==> src/rtl/ones_run_tx.sv <==
// rtl/ones_run_tx.sv - serial run generator: LEN ones, GAP zero guard bits, done pulse
module ones_run_tx #(
    parameter int LEN_W = 4,
    parameter int GAP   = 1
) (
    input  logic             clk,
    input  logic             rst,
    input  logic             start,
    input  logic [LEN_W-1:0] len,
    output logic             ready,
    output logic             out,
    output logic             busy,
    output logic             done
);

    typedef enum logic [1:0] {
        IDLE  = 2'd0,
        ONES  = 2'd1,
        GUARD = 2'd2
    } state_t;

    localparam logic [7:0] GAP_L     = 8'(GAP);
    localparam logic       GAP_IS_1  = (GAP == 1);

    state_t           state_q;
    logic [LEN_W-1:0] ones_q;
    logic [7:0]       gap_q;
    logic             out_q;
    logic             busy_q;
    logic             ready_q;
    logic             done_q;

    // ones_q is the latched length, counted down so len = 2**LEN_W-1 never wraps
    always_ff @(posedge clk or negedge rst) begin
        if (!rst) begin
            state_q <= IDLE;
            ones_q  <= '0;
            gap_q   <= '0;
            out_q   <= 1'b0;
            busy_q  <= 1'b0;
            ready_q <= 1'b1;
            done_q  <= 1'b0;
        end else begin
            case (state_q)
                IDLE: begin
                    if (start) begin
                        ready_q <= 1'b0;
                        busy_q  <= 1'b1;
                        if (len != '0) begin
                            state_q <= ONES;
                            ones_q  <= len;
                            out_q   <= 1'b1;
                        end else begin
                            state_q <= GUARD;
                            gap_q   <= GAP_L;
                            done_q  <= GAP_IS_1;
                        end
                    end
                end
                ONES: begin
                    if (ones_q == LEN_W'(1)) begin
                        state_q <= GUARD;
                        ones_q  <= '0;
                        out_q   <= 1'b0;
                        gap_q   <= GAP_L;
                        done_q  <= GAP_IS_1;
                    end else begin
                        ones_q <= ones_q - LEN_W'(1);
                    end
                end
                GUARD: begin
                    if (gap_q == 8'd1) begin
                        state_q <= IDLE;
                        gap_q   <= '0;
                        busy_q  <= 1'b0;
                        ready_q <= 1'b1;
                        done_q  <= 1'b0;
                    end else begin
                        gap_q  <= gap_q - 8'd1;
                        done_q <= (gap_q == 8'd2);
                    end
                end
                default: begin
                    state_q <= IDLE;
                    out_q   <= 1'b0;
                    busy_q  <= 1'b0;
                    ready_q <= 1'b1;
                    done_q  <= 1'b0;
                end
            endcase
        end
    end

    assign ready = ready_q;
    assign out   = out_q;
    assign busy  = busy_q;
    assign done  = done_q;

endmodule
==> config.mk <==
export PLATFORM = sky130hd
export DESIGN_NAME = ones_run_tx
export DESIGN_NICKNAME = d
export VERILOG_FILES = /design/src/rtl/ones_run_tx.sv
export SDC_FILE = /design/constraint.sdc
export NUM_CORES = 1
export LEC_CHECK = 0
export CAP_MARGIN = 20
export CORE_ASPECT_RATIO = 0.9
export CORE_MARGIN = 5
export CORE_UTILIZATION = 40
export DETAILED_ROUTE_END_ITERATION = 8
export HOLD_SLACK_MARGIN = 0.03
export PLACE_DENSITY = 0.69
export SYNTH_ARGS = -nofsm -noshare
export SYNTH_HDL_FRONTEND = slang
export SYNTH_SLANG_ARGS = --single-unit
export TNS_END_PERCENT = 10
==> constraint.sdc <==
create_clock -name clk -period 4.3 [get_ports clk]
set_input_delay 0.86 -clock clk [delete_from_list [all_inputs] [get_ports clk]]
set_output_delay 0.86 -clock clk [all_outputs]
set_load 0.01 [all_outputs]
* Word level (Yosys, flattened, before mapping) *
Index checks and enable logic that the tools add are counted.

cells by class
  add/subtract/negate cells = 2
  equal/unequal tests = 10
  muxes and demuxes = 29
  bitwise logic cells = 2
  reductions and logical operators = 10

operator list
  operator               number
  $mux W8                4
  $pmux W8 S3            1
  $mux W4                3
  $pmux W1 S3            4
  $reduce_and A3 Y1      4
  $mux W1                11
  $ne A2 B2 Y1 const B   5
  $eq A8 B1 Y1 const B   1
  $eq A8 B2 Y1 const B   1
  $mux W2                4
  $pmux W4 S2            1
  $reduce_and A4 Y1      2
  $sub A8 B1 Y8 const B  1
  $pmux W2 S3            1
  $eq A4 B1 Y1 const B   1
  $reduce_bool A4 Y1     1
  $sub A4 B1 Y4 const B  1
  $reduce_bool A3 Y1     1
  $eq A2 B1 Y1 const B   1
  $eq A2 B2 Y1 const B   1
  $logic_not A2 Y1       1
  $not A1 Y1             2
  $reduce_bool A2 Y1     1

word-level totals
  register bits = 18
  input port bits = 7
  output and inout bits = 4
  logic and storage cells = 60

* Depth between registers and ports, before layout *
Gate-level depths: netlist of run 1.

  depth after elaboration = 4
  mapped depth = 6
  depth with buffers taken out = 6

* Worst setup path before layout of run 1 *
No wires, ideal clock.

  path kind = input-to-reg
  start point = in len[1]
  end point = reg gap_q[6]
  setup time = 0.126 ns
  arrival = 2.074 ns
  data required time = 4.174 ns
  path slack = 2.100 ns
  stages on the path = 5
  path buffers = 1
  path through = nor4_4 -> nor3_2 -> or3_1 -> buf_2 -> a221o_1

on the way
  longest elaborated chain between the ends = 3

ends and longest elaborated chain
  what                                RTL line  RTL
  start: declaration                  9         input logic [LEN_W-1:0] len,
  $reduce_bool A4 Y1                  49        if (len != '0) begin
  $ne A2 B2 Y1 (no source line)       --
  $reduce_and A4 Y1 (no source line)  --
  end signal: assignment              79        gap_q <= gap_q - 8'd1;
  end: declaration                    27        logic [7:0] gap_q;

No other way between the ends.
A chain may end at the register's enable or synchronous reset.

* Worst setup path after layout of run 1 *
Same ends and word-level chain as after synthesis.

==> flow_summary.yaml, run 1 <==
placed_design:
  place_ws_ns: 1.48
  placed_area_um2: 1200
  dp_hpwl_mm: 1.63
  placed_cells: 148
  place.gp.congestion: 0.818
  port-buffer-count: 10
logic_synthesis:
  synthMuxAreaShare_pct: 0
  synth_top_area_share_pct: 39.2
  synth-simple-area-share_pct: 23.3
  syn_nets: 125
  ys_warn_count: 0
  synth-xor-area-share_pct: 0
  synth_compound_area_share_pct: 24.8
  yosys-top-cells-area: "dfrtp_1 (39%), ha_1 (5.8%), a21oi_1 (4.1%), nor4_4 (3.9%), nor2_1 (3.1%)"
  synth.avg_cell_area_um2: 9.61
  syn_area_um2: 1090
  synthArstFlopShare_pct: 100
  synthAdderAreaFrac_pct: 5.76
  synth_seq_cells: 18
  synth_top_family_by_area: "compound AO/OA/AOI/OAI gates"
  ys_seq_area_share_pct: 41.6
  syn_inst: 113
  synth_flop_cell: "dfrtp_1"
  synth-edff-count: 0
  synth_top_cell_by_area: "dfrtp_1"
  ys_types: 40
setup_path:
  cp_slowest_cell: "clkdlybuf4s50_1"
  cp.arrival_ns: 2.70
  crit_chain: "clkdlybuf4s50_1 > nor4_4 > nor3_2 > or3_1 > a221o_1"
  critPathLaunchType: "input port"
  critPathRequiredTime_ns: 4.48
  end_kind: "flip-flop"
  r2r_slack_ns: 2.40
  cp_top_family: "simple AND/OR/NAND/NOR gates"
  path_max_fanout: 6
  critPathKind: "in -> reg"
  critical_path_buf_inv_count: 1
  cp_slowest_stage_delay_ns: 0.48
die:
  fp-row-count: 18
  die_area_um2: 3860
  start_util_pct: 40.5
  pin_count: 11
  core-area_um2: 2680
  die_w_um: 64.9
  die_h_um: 59.4
timing:
  hold_viol: 0
  whs_ns: 0.511
  layout_setup_ws_ns: 1.78
  rsz0062_at_grt: "false"
  timing.final.max_slew_violations: 0
  fin_skew_ns: 0.00544
  finalSetupTns_ns: 0
  maxSlewHeadroom_pct: 48.0
  worst_slew_pin_slew_ns: 0.777
  timing.fmax_mhz: 397
  setup_viol: 0
  post-route-period-util_pct: 58.6
  min_period_ns: 2.52
cells_and_area:
  layout.cells.non_filler: 152
  fin_area_um2: 1240
  utilization_pct: 46.1
  syn_to_final_growth_pct: 13.8
  nets: 135
  layout-drive-gt1-share_pct: 9.84
  layout_common_cells: "dfrtp_1 (17), clkdlybuf4s50_1 (10), nor2_1 (9), a21oi_1 (9)"
  regArea_um2: 452
  final_common_cell: "dfrtp_1"
  multi_input_area_um2: 584
  fill_cells: 251
  insertedDiodeCount: 0
outcome:
  status: "finished clean"
cts:
  cts_made_buffers: 3
  post_cts_buffers: 0
  cts-htree-levels: 1
  cts_hold_buf: 0
  root_buffer: "clkbuf_4"
  clock_latency_ns: 0.29
  cts_buffer_depth: 2
  cts.sinks: 18
  cts.reportedPaths.clkPinSlew_ns: 0.10
  cts_tree: "yes"
  ctsResizeCount: 0
global_route:
  antenna_found_initial: 0
  grt_pass1_vias: 817
  grt_pass1_wl_mm: 3.59
  grt_max_degree: 19
  grt_usage_pct: 11.8
  grt-ovfl-total: 0
power_and_ir_drop:
  power.density_nw_per_um2: 719
  leakage_nw: 0.533
  ir_drop_v: 0.000241
  fin_total_pwr_mw: 0.889
route:
  routedWlPerCell_um: 13.9
  viasPerCell: 5.81
  wl_mm: 2.12
  ant_nets: 0
  drtIter0Drc: 34
  dr.pass1.iters: 4
  via_count: 883
  drc: 0
worst_hold_path:
  hp-class: "reg -> reg"
job:
  cap_violations: 0
-- final cells by class --
cell class,count,share of cell area [%]
Timing Repair Buffer,10,8.10
Inverter,7,2.13
Multi-Input combinational cell,83,47.3
Clock buffer,4,2.94
Sequential cell,18,36.5
Tap cell,30,3.04
-- synthesized netlist by cell type (2+ instances only) --
master     n
dfrtp_1   17
a21oi_1    9
nor2_1     9
inv_1      7
nand2_1    7
nor3_1     6
ha_1       5
buf_2      4
nand2b_1   4
o21ai_0    4
a22o_1     3
nand3_1    3
nor3b_1    3
a211o_1    2
a21o_1     2
and2_1     2
nor4_4     2
o41ai_1    2
-- sequential cells by signal (all words and copies together), names as in the netlist --
signal   cells
out          1
done         1
ready        1
ones_q       4
state_q      2
gap_q        8
busy         1
-- per-layer routing --
metal	up-vias	part of all wire [%]	wire length (µm)	GRT usage [%]
met5	-	0	0	0
met4	0	1.8	38	6.02
met3	4	3.6	77	1.33
met2	25	45	952	19.0
met1	418	50	1050	15.7
li1	436	-	-	-
-- path summary, 6_finish.rpt --
kind	start	to	cells after the start
setup / recovery	len[1]	gap_q[6]	5
hold / removal	done	done	1
setup reg to reg	ones_q[1]	gap_q[6]	5
hold reg to reg	done	done	1
max in group asynchronous	rst	done	1
min in group asynchronous	rst	gap_q[7]	1
-- kinds of logic (layout without fill, tap and decap cells) --
family / after synthesis / in the layout
adder cells (fa/ha/maj): 5 / 5
AO/OA/AOI/OAI: 36 / 36
AND/OR/NAND/NOR: 42 / 42
flip-flops: 18 / 18
buffers and inverters: 12 / 21
-- power by group --
| part | switching, mW | total [mW] | internal (mW) |
|---|---|---|---|
| logic | 0.242 | 0.452 | 0.210 |
| clock network | 0.0508 | 0.102 | 0.0516 |
| registers | 0.0887 | 0.334 | 0.246 |
(Power assumes the default switching activity.)
==> inputs of run 2 (changes only) <==
==> constraint.sdc (replaced) <==
create_clock -name clk -period 2.6 [get_ports clk]
set_input_delay 0.52 -clock clk [delete_from_list [all_inputs] [get_ports clk]]
set_output_delay 0.52 -clock clk [all_outputs]
set_load 0.01 [all_outputs]
==> run 2 against run 1 <==
Against the previous run:
- largest cell class unchanged
- first-iteration DRC count is 12% higher
- hold slack better by 0.0064 ns
- clock power is 43% higher
- global-route usage is 0.72 points higher
- sequential power is 66% higher
- critical endpoint unchanged
==> flow_summary.yaml, run 2 (synthesis results as in run 1) <==
global_route:
  grt_max_degree: 19
  antenna_found_initial: 0
  grt_pass1_wl_mm: 3.72
  grt-ovfl-total: 0
  grt_usage_pct: 12.5
  grt_pass1_vias: 817
job:
  cap_violations: 0
die:
  fp-row-count: 18
  pin_count: 11
  start_util_pct: 40.5
  die_area_um2: 3860
  core-area_um2: 2680
  die_w_um: 64.9
  die_h_um: 59.4
route:
  dr.pass1.iters: 4
  drc: 0
  ant_nets: 0
  wl_mm: 2.11
  viasPerCell: 5.63
  via_count: 861
  routedWlPerCell_um: 13.8
  drtIter0Drc: 38
cts:
  cts.reportedPaths.clkPinSlew_ns: 0.10
  cts.sinks: 18
  cts_made_buffers: 3
  ctsResizeCount: 0
  cts_tree: "yes"
  post_cts_buffers: 0
  cts_hold_buf: 0
  cts_buffer_depth: 2
  clock_latency_ns: 0.30
  cts-htree-levels: 1
  root_buffer: "clkbuf_4"
timing:
  setup_viol: 0
  maxSlewHeadroom_pct: 47.5
  min_period_ns: 2.17
  post-route-period-util_pct: 83.4
  hold_viol: 0
  rsz0062_at_grt: "false"
  timing.final.max_slew_violations: 0
  layout_setup_ws_ns: 0.431
  finalSetupTns_ns: 0
  whs_ns: 0.517
  timing.fmax_mhz: 461
  fin_skew_ns: 0.00495
  worst_slew_pin_slew_ns: 0.786
cells_and_area:
  fin_area_um2: 1230
  nets: 136
  largestRegisters: "gap_q: 8 flops, ones_q: 4 flops, state_q: 2 flops"
  regMostFlops: "gap_q"
  largest_register_ffs: 8
  insertedDiodeCount: 0
  final_common_cell: "dfrtp_1"
  layout-drive-gt1-share_pct: 9.76
  syn_to_final_growth_pct: 13.6
  layout_common_cells: "dfrtp_1 (17), clkdlybuf4s50_1 (10), nor2_1 (9), a21oi_1 (9)"
setup_path:
  crit_chain: "clkdlybuf4s50_1 > nor4_4 > nor3_2 > or3_1 > a221o_1"
  critPathLaunchType: "input port"
  path_max_fanout: 6
  cp_slowest_cell: "clkdlybuf4s50_1"
  critical_path_buf_inv_count: 1
  cp.arrival_ns: 2.36
  critPathRequiredTime_ns: 2.79
  cp_top_family: "simple AND/OR/NAND/NOR gates"
  critPathKind: "in -> reg"
  cp_slowest_stage_delay_ns: 0.49
  end_kind: "flip-flop"
outcome:
  status: "finished clean"
worst_hold_path:
  hp-class: "reg -> reg"
power_and_ir_drop:
  ir_drop_v: 0.000361
  power.density_nw_per_um2: 1180
  leakage_nw: 0.532
placed_design:
  dp_hpwl_mm: 1.59
  placed_area_um2: 1210
  place_ws_ns: 0.113
  port-buffer-count: 10
  place.gp.congestion: 0.804
## run 2: final cells by class
type	count	area, µm²
Multi-Input combinational cell	83	584
Fill cell	261	1450
Inverter	7	26.3
Sequential cell	18	452
Tap cell	30	37.5
Timing Repair Buffer	11	108
Clock buffer	4	26.3
## run 2: path summary, 6_finish.rpt
check	from	end	slack (ns)	cells past startpoint
worst max-delay path	len[1]	gap_q[6]	0.43	5
worst min-delay path	done	done	0.52	1
worst max register to register	gap_q[3]	gap_q[5]	0.71	4
worst min register to register	done	done	0.52	1
max in group asynchronous	rst	state_q[0]	1.44	1
min in group asynchronous	rst	gap_q[3]	0.67	1
## run 2: metrics by stage
| stage | std cells | total power [mW] | util, % |
|---|---|---|---|
| after global placement | 149 | 1.29 | 45.1 |
| final | 153 | 1.45 | 46.0 |
| after floorplan | 113 | 1.10 | - |
| after global routing | 153 | 1.59 | 46.0 |
| after CTS | 153 | 1.46 | 46.0 |
| after detailed placement | 149 | 1.31 | 45.1 |
## run 2: where the power goes
group | internal (mW) | switching (mW)
logic | 0.357 | 0.395
clock network | 0.0598 | 0.0859
registers | 0.406 | 0.148
total | 0.823 | 0.628
## run 2: per-layer routing
layer | up-vias | GRT usage, % | part of all wire [%]
li1 | 433 | - | -
met3 | 5 | 2.28 | 2.8
met2 | 19 | 18.1 | 43
met4 | 0 | 6.33 | 2.6
met1 | 404 | 17.8 | 52
met5 | - | 0 | 0
==> inputs of run 3 (changes only) <==
==> constraint.sdc (replaced) <==
create_clock -name clk -period 2.1 [get_ports clk]
set_input_delay 0.42 -clock clk [delete_from_list [all_inputs] [get_ports clk]]
set_output_delay 0.42 -clock clk [all_outputs]
set_load 0.01 [all_outputs]
==> run 3 against run 2 <==
Against the previous run:
- clock power is 57% higher
- critical path depth stayed put
- worst setup slack worse by 0.22 ns
- critical path type unchanged
- combinational power is 34% higher
- first-iteration DRC count is 84% higher
==> flow_summary.yaml, run 3 (synthesis results as in run 1) <==
die:
  start_util_pct: 40.5
  die_h_um: 59.4
  fp-row-count: 18
  die_w_um: 64.9
  core-area_um2: 2680
  pin_count: 11
  die_area_um2: 3860
timing:
  fin_skew_ns: 0.00158
  worst_slew_pin_slew_ns: 0.524
  finalSetupTns_ns: 0
  maxSlewHeadroom_pct: 65.0
  rsz0062_at_grt: "false"
  setup_viol: 0
  timing.final.max_slew_violations: 0
  hold_viol: 0
  min_period_ns: 1.89
  timing.fmax_mhz: 529
  post-route-period-util_pct: 89.9
placed_design:
  place.gp.congestion: 0.826
  port-buffer-count: 10
  dp_hpwl_mm: 1.66
  placed_area_um2: 1290
setup_path:
  critPathRequiredTime_ns: 2.30
  path_max_fanout: 4
  critPathLaunchType: "input port"
  r2r_slack_ns: 0.21
  end_kind: "flip-flop"
  cp.arrival_ns: 2.09
  critPathKind: "in -> reg"
power_and_ir_drop:
  ir_drop_v: 0.000545
  fin_total_pwr_mw: 1.92
  leakage_nw: 0.591
  power.density_nw_per_um2: 1450
cells_and_area:
  largestRegisters: "gap_q: 8 flops, ones_q: 4 flops, state_q: 2 flops"
  largest_register_ffs: 8
  layout-drive-gt1-share_pct: 17.9
  fin_area_um2: 1330
  regMostFlops: "gap_q"
  insertedDiodeCount: 0
  syn_to_final_growth_pct: 22.1
  final_common_cell: "dfrtp_1"
  nets: 147
  fill_cells: 248
  layout_common_cells: "dfrtp_1 (17), buf_4 (12), clkdlybuf4s50_1 (10), nor2_1 (9), a21oi_1 (9)"
cts:
  cts_buffer_depth: 2
  cts_hold_buf: 0
  cts.reportedPaths.clkPinSlew_ns: 0.11
  cts_tree: "yes"
  clock_latency_ns: 0.31
  cts_made_buffers: 3
  ctsResizeCount: 0
  cts-htree-levels: 1
  post_cts_buffers: 0
  cts.sinks: 18
  root_buffer: "clkbuf_4"
route:
  dr.pass1.iters: 4
  drc: 0
  ant_nets: 0
  drtIter0Drc: 70
  routedWlPerCell_um: 13.5
  wl_mm: 2.21
  viasPerCell: 5.63
  via_count: 923
worst_hold_path:
  hp-class: "in -> async"
job:
  cap_violations: 0
global_route:
  grt_max_degree: 19
  grt-ovfl-total: 0
  grt_pass1_vias: 824
  antenna_found_initial: 0
  grt_usage_pct: 12.6
  grt_pass1_wl_mm: 3.70
outcome:
  status: "finished clean"
==> run 3: cell types whose count changed in the layout (fill, tap and decap cells not counted) <==
cell      previous run  this run
buf_4                1        12
clkbuf_8             0         1
clkbuf_1             1         0
==> run 3: area by class of cell <==
cell class	count	area, µm²	area share [%]
Inverter	7	26.3	1.98
Multi-Input combinational cell	83	584	44.1
Sequential cell	18	452	34.1
Timing Repair Buffer	22	190	14.3
Clock buffer	4	36.3	2.74
Tap cell	30	37.5	2.83
==> run 3: path summary, 6_finish.rpt <==
| path | from | to | cells past startpoint |
|---|---|---|---|
| max in group asynchronous | rst | ready | 2 |
| min in group clk | done | done | 1 |
| worst min-delay path | rst | gap_q[1] | 2 |
| worst max-delay path | len[1] | gap_q[6] | 5 |
| worst min register to register | done | done | 1 |
| worst max register to register | gap_q[3] | gap_q[5] | 4 |
==> run 3: metrics by stage <==
step           cells  util (%)  hold WS [ns]  setup slack, ns
2_1_floorplan    113         -         0.124            0.340
3_3_place_gp     160      48.1         0.484          -0.0783
3_5_place_dp     160      48.1         0.495           -0.112
4_1_cts          164      49.5         0.424            0.210
5_1_grt          164      49.5         0.439            0.131
6_report         164      49.5         0.418            0.211
==> run 3: layer usage <==
layer | GRT usage (%) | share of wire (%) | vias to the layer above
met4 | 6.33 | 2.3 | 0
met1 | 17.7 | 49 | 424
met3 | 1.71 | 3.9 | 7
li1 | - | - | 462
met2 | 18.8 | 44 | 30
met5 | 0 | 0 | -
==> run 3: worst max-delay path, stage by stage <==
cell             delay [ns]
clkdlybuf4s50_1        0.46
nor4_4                 0.34
nor3_2                 0.07
or3_1                  0.43
a221o_1                0.37
==> run 3: power breakdown <==
group          total, mW  internal [mW]  switching [mW]
registers          0.683          0.503           0.180
logic               1.01          0.504           0.504
clock network      0.229          0.106           0.123
==> RTL change, RTL diff (config.mk and constraints of run 1) <==
`LEN_W`: 4 -> 2.
--- a/src/rtl/ones_run_tx.sv
+++ b/src/rtl/ones_run_tx.sv
@@ -1,6 +1,6 @@
 // rtl/ones_run_tx.sv - serial run generator: LEN ones, GAP zero guard bits, done pulse
 module ones_run_tx #(
-    parameter int LEN_W = 4,
+    parameter int LEN_W = 2,
     parameter int GAP   = 1
 ) (
     input  logic             clk,
Ports: changed (resized len); port bits go from 11 to 9. The function was not compared with the original's and may differ.
==> RTL change against run 1 <==
Combinational power decreased by 15%. Maximum frequency increased by 13%. Area after synthesis decreased by 15%. Wire length decreased by 15%. First-iteration DRC count decreased by 65%. Sequential cell count decreased by 2. Setup slack improved by 290 ps. Via count decreased by 17%. Global-route usage increased by 0.80 points. Utilization increased by 2.7 points. Design area decreased by 14%. Power decreased by 12%. Largest power group unchanged.
==> RTL change: results (changes against run 1) <==
status: "finished, final reports clean"  # unchanged
seq_area_frac_synth_pct: 43.5  # was 41.6%
postCtsSetupBuffers: 0  # unchanged
synthAdderAreaFrac_pct: 5.42  # was 5.76%
critPathArrivalTime_ps: 1360  # was 2700 ps
gr-usage-all-layers_pct: 12.6  # was 11.8%
reg.largest.list: "gap_q (8), ones_q (2), state_q (2)"  # was gap_q (8), ones_q (4), state_q (2)
p_leak_uw: 0.000436  # was 0.000533 uW
grt_max_degree: 17  # was 19
synthTopCellsByArea: "dfrtp_1, ha_1, a21oi_1"  # unchanged
n_fill_cell: 197  # was 251
via_per_inst: 5.65  # was 5.81
drt-initial-drc-count: 12  # was 34
wl_per_cell_um: 13.9  # about the same
nets: 113  # was 135
ir_worst_vdd_uv: 406  # was 241 uV
fin_skew_ps: 2.08  # was 5.44 ps
cp_slowest_stage_delay_ps: 540  # was 480 ps
crit_slowest_cell: "dfstp_2"  # was clkdlybuf4s50_1
crit_fanout: 2  # was 6
critPathTopFamily: "flip-flops"  # was simple AND/OR/NAND/NOR gates
portBuffers: 8  # was 10
grt_pass1_vias: 687  # was 817
tightest_slew_ps: 698  # was 777 ps
post-dp-hpwl_um: 1350  # was 1630 um
synth-compound-area-share_pct: 23.0  # was 24.8%
grt_pass1_wl_um: 3180  # was 3590 um
synth_mux_area_share_pct: 2.17  # was 0%
synth_commonest_cells: "dfrtp_1, nor2_1, a21oi_1"  # was dfrtp_1, a21oi_1, nor2_1
synthDistinctLibCells: 38  # was 40
placed_cell_area_sq_mm: 0.00103  # was 0.00120 sq mm
globalplace.congestion: 0.815  # was 0.818
post_route_cells_drive_above_1_share_pct: 14.6  # was 9.84%
synth-xor-area-share_pct: 0.949  # was 0%
RTL change: cell types whose count changed after synthesis, sizes merged, moves of 3 or more:
cell	delta
buf	-3
nand2	-4
nor3	-4
nor3b	-3
RTL change: layout make-up:
type	count	area, sq um	share of cell area [%]
Tap cell	27	33.8	3.17
Multi-Input combinational cell	67	483	45.4
Sequential cell	16	402	37.7
Inverter	8	30.0	2.82
Timing Repair Buffer	8	80.1	7.52
Clock buffer	4	36.3	3.41
RTL change: per-layer routing:
metal / GRT usage [%] / up-vias / part of all wire, %
li1: - / 359 / -
met1: 17.4 / 353 / 49
met2: 16.0 / 15 / 43
met3: 5.34 / 7 / 5.7
met4: 7.12 / 0 / 3.0
met5: 0 / - / 0
RTL change: worst paths after layout:
path                           from        end  slack (ps)  depth (start not counted)
max                           ready      ready        2080                          1
min                           ready      ready         500                          2
max reg2reg                gap_q[2]   gap_q[6]        2650                          4
min reg2reg                   ready      ready         500                          2
max in group asynchronous       rst   gap_q[4]        2890                          1
min in group asynchronous       rst  ones_q[1]         970                          1
RTL change: logic make-up after synthesis:
family | Yosys count
AOI/OAI and AO/OA | 30
and+or+nand+nor | 30
DFF | 16
buffers and inverters | 10
adders and majority gates | 4
muxes | 2
xor gates and xnor gates | 1
RTL change: through the flow:
stage	setup WS (ps)	std cells
3_3_place_gp	2010	126
3_5_place_dp	1970	126
4_1_cts	2060	130
6_report	2080	130
2_1_floorplan	2540	93
5_1_grt	2040	130
RTL change: where the power goes:
group          internal, uW  total, uW  switching (uW)
Clock                  51.7        102            50.5
Sequential              214        298            83.8
Combinational           186        385             199
Total                   452        785             333
RTL change: worst min-delay path, stage by stage, from the launching register on:
cell,delay [ps]
dfstp_2,380
inv_1,60
a2bb2oi_1,60
